`src/rtl/solver_pkg.sv`:
```
// Shared types for the solver arbiter: FSM states, operand widths and the
// response bundle handed back to requesters.
package solver_pkg;

  localparam int X_W      = 8;
  localparam int COEF_W   = 16;
  localparam int MAX_ID_W = 3;

  typedef enum logic [1:0] {
    ST_IDLE    = 2'd0,
    ST_BUSY    = 2'd1,
    ST_RESP    = 2'd2,
    ST_RELEASE = 2'd3
  } state_e;

  // id is sized for the largest supported requester count (8)
  typedef struct packed {
    logic [MAX_ID_W-1:0] id;
    logic [COEF_W-1:0]   result;
    logic                zero;
    logic                overflow;
    logic                timeout;
  } rsp_t;

endpackage

```
`src/rtl/solver_arbiter_picker.sv`:
```
// rr_picker: combinational round-robin selector, first set request at or
// after ptr (wrapping), returned both one-hot and as an index.
module rr_picker #(
  parameter int N_REQ = 4,
  parameter int ID_W  = $clog2(N_REQ)
) (
  input  logic [N_REQ-1:0] req,
  input  logic [ID_W-1:0]  ptr,
  output logic             valid,
  output logic [N_REQ-1:0] grant,
  output logic [ID_W-1:0]  idx
);

  logic [2*N_REQ-1:0] doubled;
  logic [N_REQ-1:0]   rotated;
  logic [ID_W-1:0]    off;
  logic [ID_W:0]      sum;

  // Rotate the request vector so ptr sits at bit 0, then take the lowest set bit.
  always_comb begin
    doubled = {req, req};
    rotated = N_REQ'(doubled >> ptr);
    valid   = |req;
    off     = '0;
    for (int k = N_REQ - 1; k >= 0; k--) begin
      if (rotated[k]) off = ID_W'(k);
    end
    sum = {1'b0, ptr} + {1'b0, off};
    if (sum >= (ID_W + 1)'(N_REQ)) sum = sum - (ID_W + 1)'(N_REQ);
    idx   = sum[ID_W-1:0];
    grant = '0;
    if (valid) grant[idx] = 1'b1;
  end

endmodule

```
`src/rtl/solver_arbiter.sv`:
```
// solver_arbiter: round-robin sharing of one expression_solver among N_REQ
// requesters. Optional BUSY watchdog enabled by macro SOLVER_TIMEOUT_EN.
module solver_arbiter
  import solver_pkg::*;
#(
  parameter int N_REQ          = 4,
  parameter int ID_W           = $clog2(N_REQ),
  parameter int TIMEOUT_CYCLES = 64
) (
  input  logic                    clk,
  input  logic                    rst,
  input  logic [N_REQ-1:0]        req,
  input  logic [N_REQ*X_W-1:0]    req_x,
  input  logic [N_REQ*COEF_W-1:0] req_a,
  input  logic [N_REQ*COEF_W-1:0] req_b,
  input  logic [N_REQ*COEF_W-1:0] req_c,
  output logic [N_REQ-1:0]        grant,
  output logic                    rsp_valid,
  output logic [ID_W-1:0]         rsp_id,
  output logic [COEF_W-1:0]       rsp_result,
  output logic                    rsp_zero,
  output logic                    rsp_overflow,
  output logic                    rsp_timeout,
  output logic                    slv_rst,
  output logic                    slv_start,
  output logic [X_W-1:0]          slv_x,
  output logic [COEF_W-1:0]       slv_a,
  output logic [COEF_W-1:0]       slv_b,
  output logic [COEF_W-1:0]       slv_c,
  input  logic [COEF_W-1:0]       slv_result,
  input  logic                    slv_zero,
  input  logic                    slv_overflow,
  input  logic                    slv_completed
);

  if (N_REQ < 2 || N_REQ > 8 || TIMEOUT_CYCLES < 1) begin : g_param_check
    $error("solver_arbiter: unsupported parameter values");
  end

  state_e          state;
  logic [ID_W-1:0] rr_ptr;
  logic [ID_W-1:0] gnt_id;
  rsp_t            rsp_q;
  logic            pick_valid;
  logic [N_REQ-1:0] pick_grant;
  logic [ID_W-1:0] pick_idx;
  logic            tmo_hit;

  rr_picker #(
    .N_REQ(N_REQ),
    .ID_W (ID_W)
  ) u_picker (
    .req  (req),
    .ptr  (rr_ptr),
    .valid(pick_valid),
    .grant(pick_grant),
    .idx  (pick_idx)
  );

`ifdef SOLVER_TIMEOUT_EN
  localparam int TMO_W = $clog2(TIMEOUT_CYCLES + 1);

  logic [TMO_W-1:0] tmo_cnt;

  // Counts BUSY cycles; saturates at the limit so a late completion still wins.
  assign tmo_hit = (tmo_cnt == TMO_W'(TIMEOUT_CYCLES));

  always_ff @(posedge clk) begin
    if (rst || state != ST_BUSY) tmo_cnt <= '0;
    else if (!tmo_hit)           tmo_cnt <= tmo_cnt + 1'b1;
  end
`else
  assign tmo_hit = 1'b0;
`endif

  always_ff @(posedge clk) begin
    if (rst) begin
      state  <= ST_IDLE;
      rr_ptr <= '0;
      gnt_id <= '0;
      grant  <= '0;
      slv_x  <= '0;
      slv_a  <= '0;
      slv_b  <= '0;
      slv_c  <= '0;
      rsp_q  <= '0;
    end else begin
      case (state)
        ST_IDLE: begin
          if (pick_valid) begin
            grant  <= pick_grant;
            gnt_id <= pick_idx;
            slv_x  <= req_x[pick_idx*X_W +: X_W];
            slv_a  <= req_a[pick_idx*COEF_W +: COEF_W];
            slv_b  <= req_b[pick_idx*COEF_W +: COEF_W];
            slv_c  <= req_c[pick_idx*COEF_W +: COEF_W];
            rr_ptr <= (pick_idx == ID_W'(N_REQ - 1)) ? '0 : pick_idx + 1'b1;
            state  <= ST_BUSY;
          end
        end
        ST_BUSY: begin
          // A real completion takes priority over a watchdog expiring on the same edge
          if (slv_completed) begin
            rsp_q.id       <= MAX_ID_W'(gnt_id);
            rsp_q.result   <= slv_result;
            rsp_q.zero     <= slv_zero;
            rsp_q.overflow <= slv_overflow;
            rsp_q.timeout  <= 1'b0;
            grant          <= '0;
            state          <= ST_RESP;
          end else if (tmo_hit) begin
            rsp_q.id       <= MAX_ID_W'(gnt_id);
            rsp_q.result   <= '0;
            rsp_q.zero     <= 1'b0;
            rsp_q.overflow <= 1'b0;
            rsp_q.timeout  <= 1'b1;
            grant          <= '0;
            state          <= ST_RESP;
          end
        end
        ST_RESP:    state <= ST_RELEASE;
        ST_RELEASE: if (!slv_completed) state <= ST_IDLE;
        default:    state <= ST_IDLE;
      endcase
    end
  end

  assign slv_start    = (state == ST_BUSY);
  assign rsp_valid    = (state == ST_RESP);
  assign rsp_id       = ID_W'(rsp_q.id);
  assign rsp_result   = rsp_q.result;
  assign rsp_zero     = rsp_q.zero;
  assign rsp_overflow = rsp_q.overflow;
  assign rsp_timeout  = rsp_q.timeout;
  assign slv_rst      = rst | (rsp_valid & rsp_q.timeout);

endmodule

```
`config.mk`:
```
export PLATFORM = sky130hd
export DESIGN_NAME = solver_arbiter
export DESIGN_NICKNAME = d
export VERILOG_FILES = /design/src/rtl/solver_pkg.sv /design/src/rtl/solver_arbiter_picker.sv /design/src/rtl/solver_arbiter.sv
export SDC_FILE = /design/constraint.sdc
export NUM_CORES = 1
export LEC_CHECK = 0
export ABC_AREA = 1
export ABC_CLOCK_PERIOD_IN_PS = 2900
export BUFFER_PORTS_ARGS = -buffer_cell sky130_fd_sc_hd__buf_2
export CAP_MARGIN = 40
export CORE_AREA = 2 2 128 130
export CTS_CLUSTER_SIZE = 14
export DETAILED_ROUTE_END_ITERATION = 12
export DIE_AREA = 0 0 130 132
export GPL_ROUTABILITY_DRIVEN = 1
export PLACE_DENSITY = 0.68
export SYNTH_ARGS = -nofsm -noshare
export SYNTH_HDL_FRONTEND = slang
export SYNTH_HIERARCHICAL = 1
export SYNTH_SLANG_ARGS = --single-unit
export TNS_END_PERCENT = 30
```
`constraint.sdc`:
```
create_clock -name clk -period 2.9 [get_ports clk]
set_clock_uncertainty 0.05 [all_clocks]
set_input_delay 0.29 -clock clk [delete_from_list [all_inputs] [get_ports clk]]
set_output_delay 0.29 -clock clk [all_outputs]
set_load 0.01 [all_outputs]
```
Yosys cells after proc, flatten, opt, wreduce, memory -nomap -nowiden
Cells that the tools add are included.

Flip-flop bits (word level): 86. Logic and storage cells: 53. Output and inout port bits: 84. Bits of input ports: 249.

Magnitude comparators: 3. Equality and inequality tests: 7. Reduce and logical (&&, ||, !) cells: 8. Add/sub/neg operators: 3. Mux-type cells: 15. Shifts and indexed selects: 5.

Operators with widths (count): variable part select 64 x 7 -> 16 bit (3); variable part select 32 x 6 -> 8 bit (1); two-way mux 2 bit (9); two-way mux 4 bit (2); one-hot mux 2 bit (4 select lines) (1); one-hot mux 4 bit (2 select lines) (1); right shift 8 x 2 -> 4 bit (1); equality test 2 bit (second input constant) (3); AND reduction 3 bit (2); inequality test 2 bit (second input constant) (2); AND reduction 2 bit (2); OR reduction 4 bit (1); adder 2 x 2 -> 3 bit (1); >= comparator 3 bit (second input constant) (1); < comparator 2 x 3 -> 1 bit (second input constant) (1); adder 2 x 1 -> 2 bit (second input constant) (1); demux 1 bit (select 2 bit) (1); equality test 2 x 1 -> 1 bit (second input constant) (1); >= comparator 2 x 1 -> 1 bit (second input constant) (1); logical NOT 2 bit (1); inequality test 2 x 1 -> 1 bit (second input constant) (1); nonzero test 2 bit (1); subtractor 2 x 1 -> 2 bit (second input constant) (1); logical AND 1 bit (1); two-way mux 1 bit (1).

Longest topological paths before layout
Depth after elaboration: 14. Mapped depth: 18.

Modules after synthesis
Netlist, hierarchy kept.

Modules (own cells, without submodules): solver_arbiter (seq. area each 1721.7 um^2, times used 1, cells each 800, area an instance 4894.7 um^2); rr_picker (seq. area each 0.0 um^2, times used 1, cells each 44, area an instance 221.5 um^2).

Worst setup path after synthesis
Ideal clock, no wire load.

Kind: reg-to-reg. Start: register rr_ptr[0]. End: register slv_b[0]. Required time: 2.731 ns. Period minus slack after synthesis: 2.306 ns. Stages on the path, launching flop included: 19. Data arrival time: 2.136 ns. Library setup time: 0.119 ns. Buffers on the path: 3. Setup slack: 0.594 ns. Path through: dfxtp_1 inv_2 nand2_1 nand3_1 nand2_1 nand3_1 a21boi_0 ha_1 xnor2_1 inv_1 nand2_4 nand2_4 buf_2 inv_2 buf_2 buf_4 nand3_1 nand2_1 a21oi_1.

Longest elaborated chain between the ends: 9. Elaborated cells on any way between the ends: 10.

RTL lines: start: declaration (line solver_arbiter.sv:41) `logic [ID_W-1:0] rr_ptr;`; start signal: assignment (line solver_arbiter.sv:97) `rr_ptr <= (pick_idx == ID_W'(N_REQ - 1)) ? '0 : pick_idx + 1'b1;`; right shift 8 x 2 -> 4 bit (line solver_arbiter_picker.sv:22) `rotated = N_REQ'(doubled >> ptr);`; two-way mux 2 bit (4 in series) (line solver_arbiter_picker.sv:26) `if (rotated[k]) off = ID_W'(k);`; adder 2 x 2 -> 3 bit (*) (line solver_arbiter_picker.sv:28) `sum = {1'b0, ptr} + {1'b0, off};`; >= comparator 3 bit or subtractor 2 x 1 -> 2 bit (tied branches) (line solver_arbiter_picker.sv:29) `if (sum >= (ID_W + 1)'(N_REQ)) sum = sum - (ID_W + 1)'(N_REQ);`; two-way mux 2 bit (*) (line solver_arbiter_picker.sv:29); net pick_idx[1] (line solver_arbiter.sv:46) `logic [ID_W-1:0] pick_idx;`; variable part select 64 x 7 -> 16 bit (*) (line solver_arbiter.sv:95) `slv_b <= req_b[pick_idx*COEF_W +: COEF_W];`; end signal: assignment (line solver_arbiter.sv:95); end: declaration (line solver_arbiter.sv:28) `output logic [COEF_W-1:0] slv_b,`.

The timed path passes the listed nets; every way through them passes the cells marked *. A chain may end at the register's enable or synchronous reset.

Worst setup path after layout
Start: register rr_ptr[0]. End: register slv_a[10].

Longest elaborated chain between the ends: 9. Elaborated cells on any way between the ends: 10.

RTL lines: right shift 8 x 2 -> 4 bit (line solver_arbiter_picker.sv:22); two-way mux 2 bit (4 in series) (line solver_arbiter_picker.sv:26); adder 2 x 2 -> 3 bit (*) (line solver_arbiter_picker.sv:28); >= comparator 3 bit or subtractor 2 x 1 -> 2 bit (tied branches) (line solver_arbiter_picker.sv:29); two-way mux 2 bit (*) (line solver_arbiter_picker.sv:29); net pick_idx[1] (line solver_arbiter.sv:46); variable part select 64 x 7 -> 16 bit (*) (line solver_arbiter.sv:94) `slv_a <= req_a[pick_idx*COEF_W +: COEF_W];`; end signal: assignment (line solver_arbiter.sv:94); end: declaration (line solver_arbiter.sv:27) `output logic [COEF_W-1:0] slv_a,`.

Marked as above.

==> summary.md <==
| Metric | Value |
|---|---|
| Post-synth top area share | 0.3365 |
| Tot GR Track Use | 0.2093 |
| Final number of setup-violating endpoints | 0 |
| First-pass GRT wire length | 28,680 um |
| Peak supply drop | 0.7976 mV |
| Syn Nets | 1,099 |
| CP peak stage delay | 0.41 ns |
| Register bit total from synthesis | 86 |
| Largest family of logic cells by synthesized area | simple AND/OR/NAND/NOR gates |
| Starting DRC count in detailed routing | 263 |
| Post-Synth Simple-Gate Area | 0.4123 |
| Kind of critical path | reg2reg |
| Detailed-route DRC error count | 0 |
| FP Rows | 46 |
| Most frequent cells in the layout | buf_2, nand2_1, nand3_1, dfxtp_1, o21ai_0 |
| Final wirelength | 18,220 um |
| Die Area | 17,160 um^2 |
| P_leak | 3.915 nW |
| DR vias | 6,342 |
| Critical Path Fanout Max | 49 |
| Setup crit start kind | flop |
| Largest net degree at the start of global routing | 97 |
| Xor and xnor area share after synthesis | 0.001712 |
| Post-Synth Adder-Cell Area | 0.01467 |
| Hold Violations, Final | 0 |
| Number of setup buffers added after CTS | 0 |
| TNS Setup | 0 ns |
| Hold Path Class | in2reg |
| Clock slew at reported path FFs | 0.07 ns |
| Max Clk Rate | 369.0 MHz |
| Initial antenna violation count | 1 |
| Cells after synthesis | 844 |
| Worst path cell trace | inv_2 > nand2_1 > nand3_1 > nand2_1 > nand3_1 > a21boi_0 > ha_4 > xnor2_1 > inv_1 > nand2_4 > nand2_4 > inv_2 > buf_12 > nand2_1 > nor2_1 > nor2_1 |
| Worst slew pin tran | 0.6239 ns |
| Number of synthesized flops with an enable pin | 0 |
| Vias per std cell | 4.677 |
| Relative slew slack | 0.5836 |
| Tmin final | 2.710 ns |
| Avg WL per Cell | 13.44 um |
| Clock Sinks | 86 |
| Port-buffer cells | 331 |
| Post-synth ARST share | 0 |
| Core area | 15,710 um^2 |
| Post-DRT Antenna Nets | 0 |
| Maxcap violations | 0 |
| Num CTS Buffers | 9 |
| Arrival @ worst endpoint | 2.90 ns |
| Leading area contributor after synthesis | dfxtp_1 |
| Critical path required time | 3.09 ns |
| Worst Setup End Kind | flop |
| Worst skew pair latency | 0.34 ns |
| Layout Nets | 1,389 |
| Most used DFF post-synth | dfxtp_1 |
| Area Growth Syn to Fin | 39.42% |
| Die W | 130 um |
| Gpl congestion | 0.8930 |
| Pins Over Slew Limit | 0 |
| Post-cts resize count | 0 |
| Final HPWL from detailed placement | 13,850 um |
| First-pass DRT Iterations | 4 |
| Most used cell, CP | nand2_1 |
| Final Cycle Share | 0.9344 |
| Max Buffers Root-to-Sink | 2 |
| Syn Std Cell Area | 5116 um^2 |
| Starting Density | 0.3256 |
| Root Driver | clkbuf_16 |
| Most common cell after layout, fill and taps aside | buf_2 |
| Syn Area/Cell | 6.062 um^2 |
| Ports | 333 |
| Die H | 132 um |
| Ys Warns | 6 |
| Multiplexer area fraction after synthesis | 0 |
| Hold buffers post-CTS | 0 |
| Worst hold slack | 0.1430 ns |
| Pwr dens | 1282 nW/um^2 |
| Final Util | 0.4540 |
| CTS tree | yes |
| Synth top area cells | dfxtp_1, nand2_1, nand3_1 |
| RSZ-0062 raised after global routing | false |
| CP max-delay cell | dfxtp_2 |
| Register area share after synthesis | 0.3365 |
| Layout cells sized above 1 | 0.3257 |
| Synth cell types | 28 |
| Synth Area in Compound Gates | 0.1379 |
| Status | completed |
| Max H-tree Level | 3 |
| Vias in the first global route | 5,949 |
| Overflow after GRT | 0 |
-- power breakdown --
part           leakage (nW)  switching, mW  internal (mW)
clock                 0.147          0.561          0.610
combinational          3.06           4.00           2.13
sequential            0.713          0.219           1.63
total                  3.92           4.78           4.36
-- critical path, delay by kind of cell (launching register included) --
family	cells	cell delay, ns
AO/OA/AOI/OAI	1	0.30
XOR/XNOR	1	0.15
adder cells (fa/ha/maj)	1	0.19
buffers and inverters	4	0.48
flip-flops	1	0.41
AND/OR/NAND/NOR	9	0.96
-- Yosys cell counts (2+ instances only) --
cell type,n
inv_2,4
nor2_1,76
nand4_1,2
buf_2,21
nand2_4,2
a21oi_1,59
buf_4,12
inv_1,23
clkbuf_1,17
o21ai_0,78
nand3_1,107
ha_1,6
nand2_1,328
dfxtp_1,86
buf_6,8
buf_1,3
-- cells by family (layout without fill, tap and decap cells) --
| group | count (synthesis) | in the layout |
|---|---|---|
| other cells | 1 | 2 |
| flops | 86 | 86 |
| xor+xnor | 1 | 1 |
| buf+inv | 92 | 387 |
| fa+ha+maj | 6 | 6 |
| compound gates | 140 | 140 |
| simple gates | 518 | 518 |
-- per-layer routing --
| metal | up-vias | part of all wire | GRT usage | routed length [um] |
|---|---|---|---|---|
| met5 | - | 0 | 0 | 0 |
| met4 | 0 | 0.036 | 0.09558 | 647 |
| met3 | 48 | 0.059 | 0.04627 | 1083 |
| met2 | 229 | 0.48 | 0.3659 | 8808 |
| met1 | 2769 | 0.42 | 0.2403 | 7680 |
| li1 | 3296 | - | - | - |
-- state kept, by name, summed over array words and instances, names as in the netlist --
name / cells
gnt_id: 2
grant: 4
rr_ptr: 2
rsp_id: 2
rsp_overflow: 1
rsp_result: 16
rsp_zero: 1
slv_a: 16
slv_b: 16
slv_c: 16
slv_x: 8
state: 2
-- cell type report --
cell class,count,area (um^2)
Clock buffer,9,225.2
Tap cell,216,270.3
Fill cell,1696,8579
Inverter,30,116.4
Timing Repair Buffer,341,1807
Sequential cell,86,1723
Multi-Input combinational cell,666,2915
Clock inverter,7,73.82
Antenna cell,1,2.502
-- path summary, 6_finish.rpt --
kind / start / end / slack, ns / depth (start not counted)
max: rr_ptr[0] / slv_a[10] / 0.19 / 16
min reg2reg: rsp_id[1] / rsp_id[1] / 0.43 / 2
max reg2reg: rr_ptr[0] / slv_a[10] / 0.19 / 16
min: slv_zero / rsp_zero / 0.14 / 3
-- per-stage QoR --
stage | setup WS (ns) | cell area [um^2] | cells | power, mW
3_3_place_gp | 0.2499 | 6830 | 1339 | 7.998
4_1_cts | 0.1397 | 7129 | 1355 | 9.232
6_report | 0.1902 | 7133 | 1356 | 9.146
3_5_place_dp | 0.1523 | 6830 | 1339 | 8.049
5_1_grt | 0.01022 | 7131 | 1355 | 10.12
2_1_floorplan | 0.5942 | 5116 | 844 | 6.555
Power figures use the tool's default switching activity.
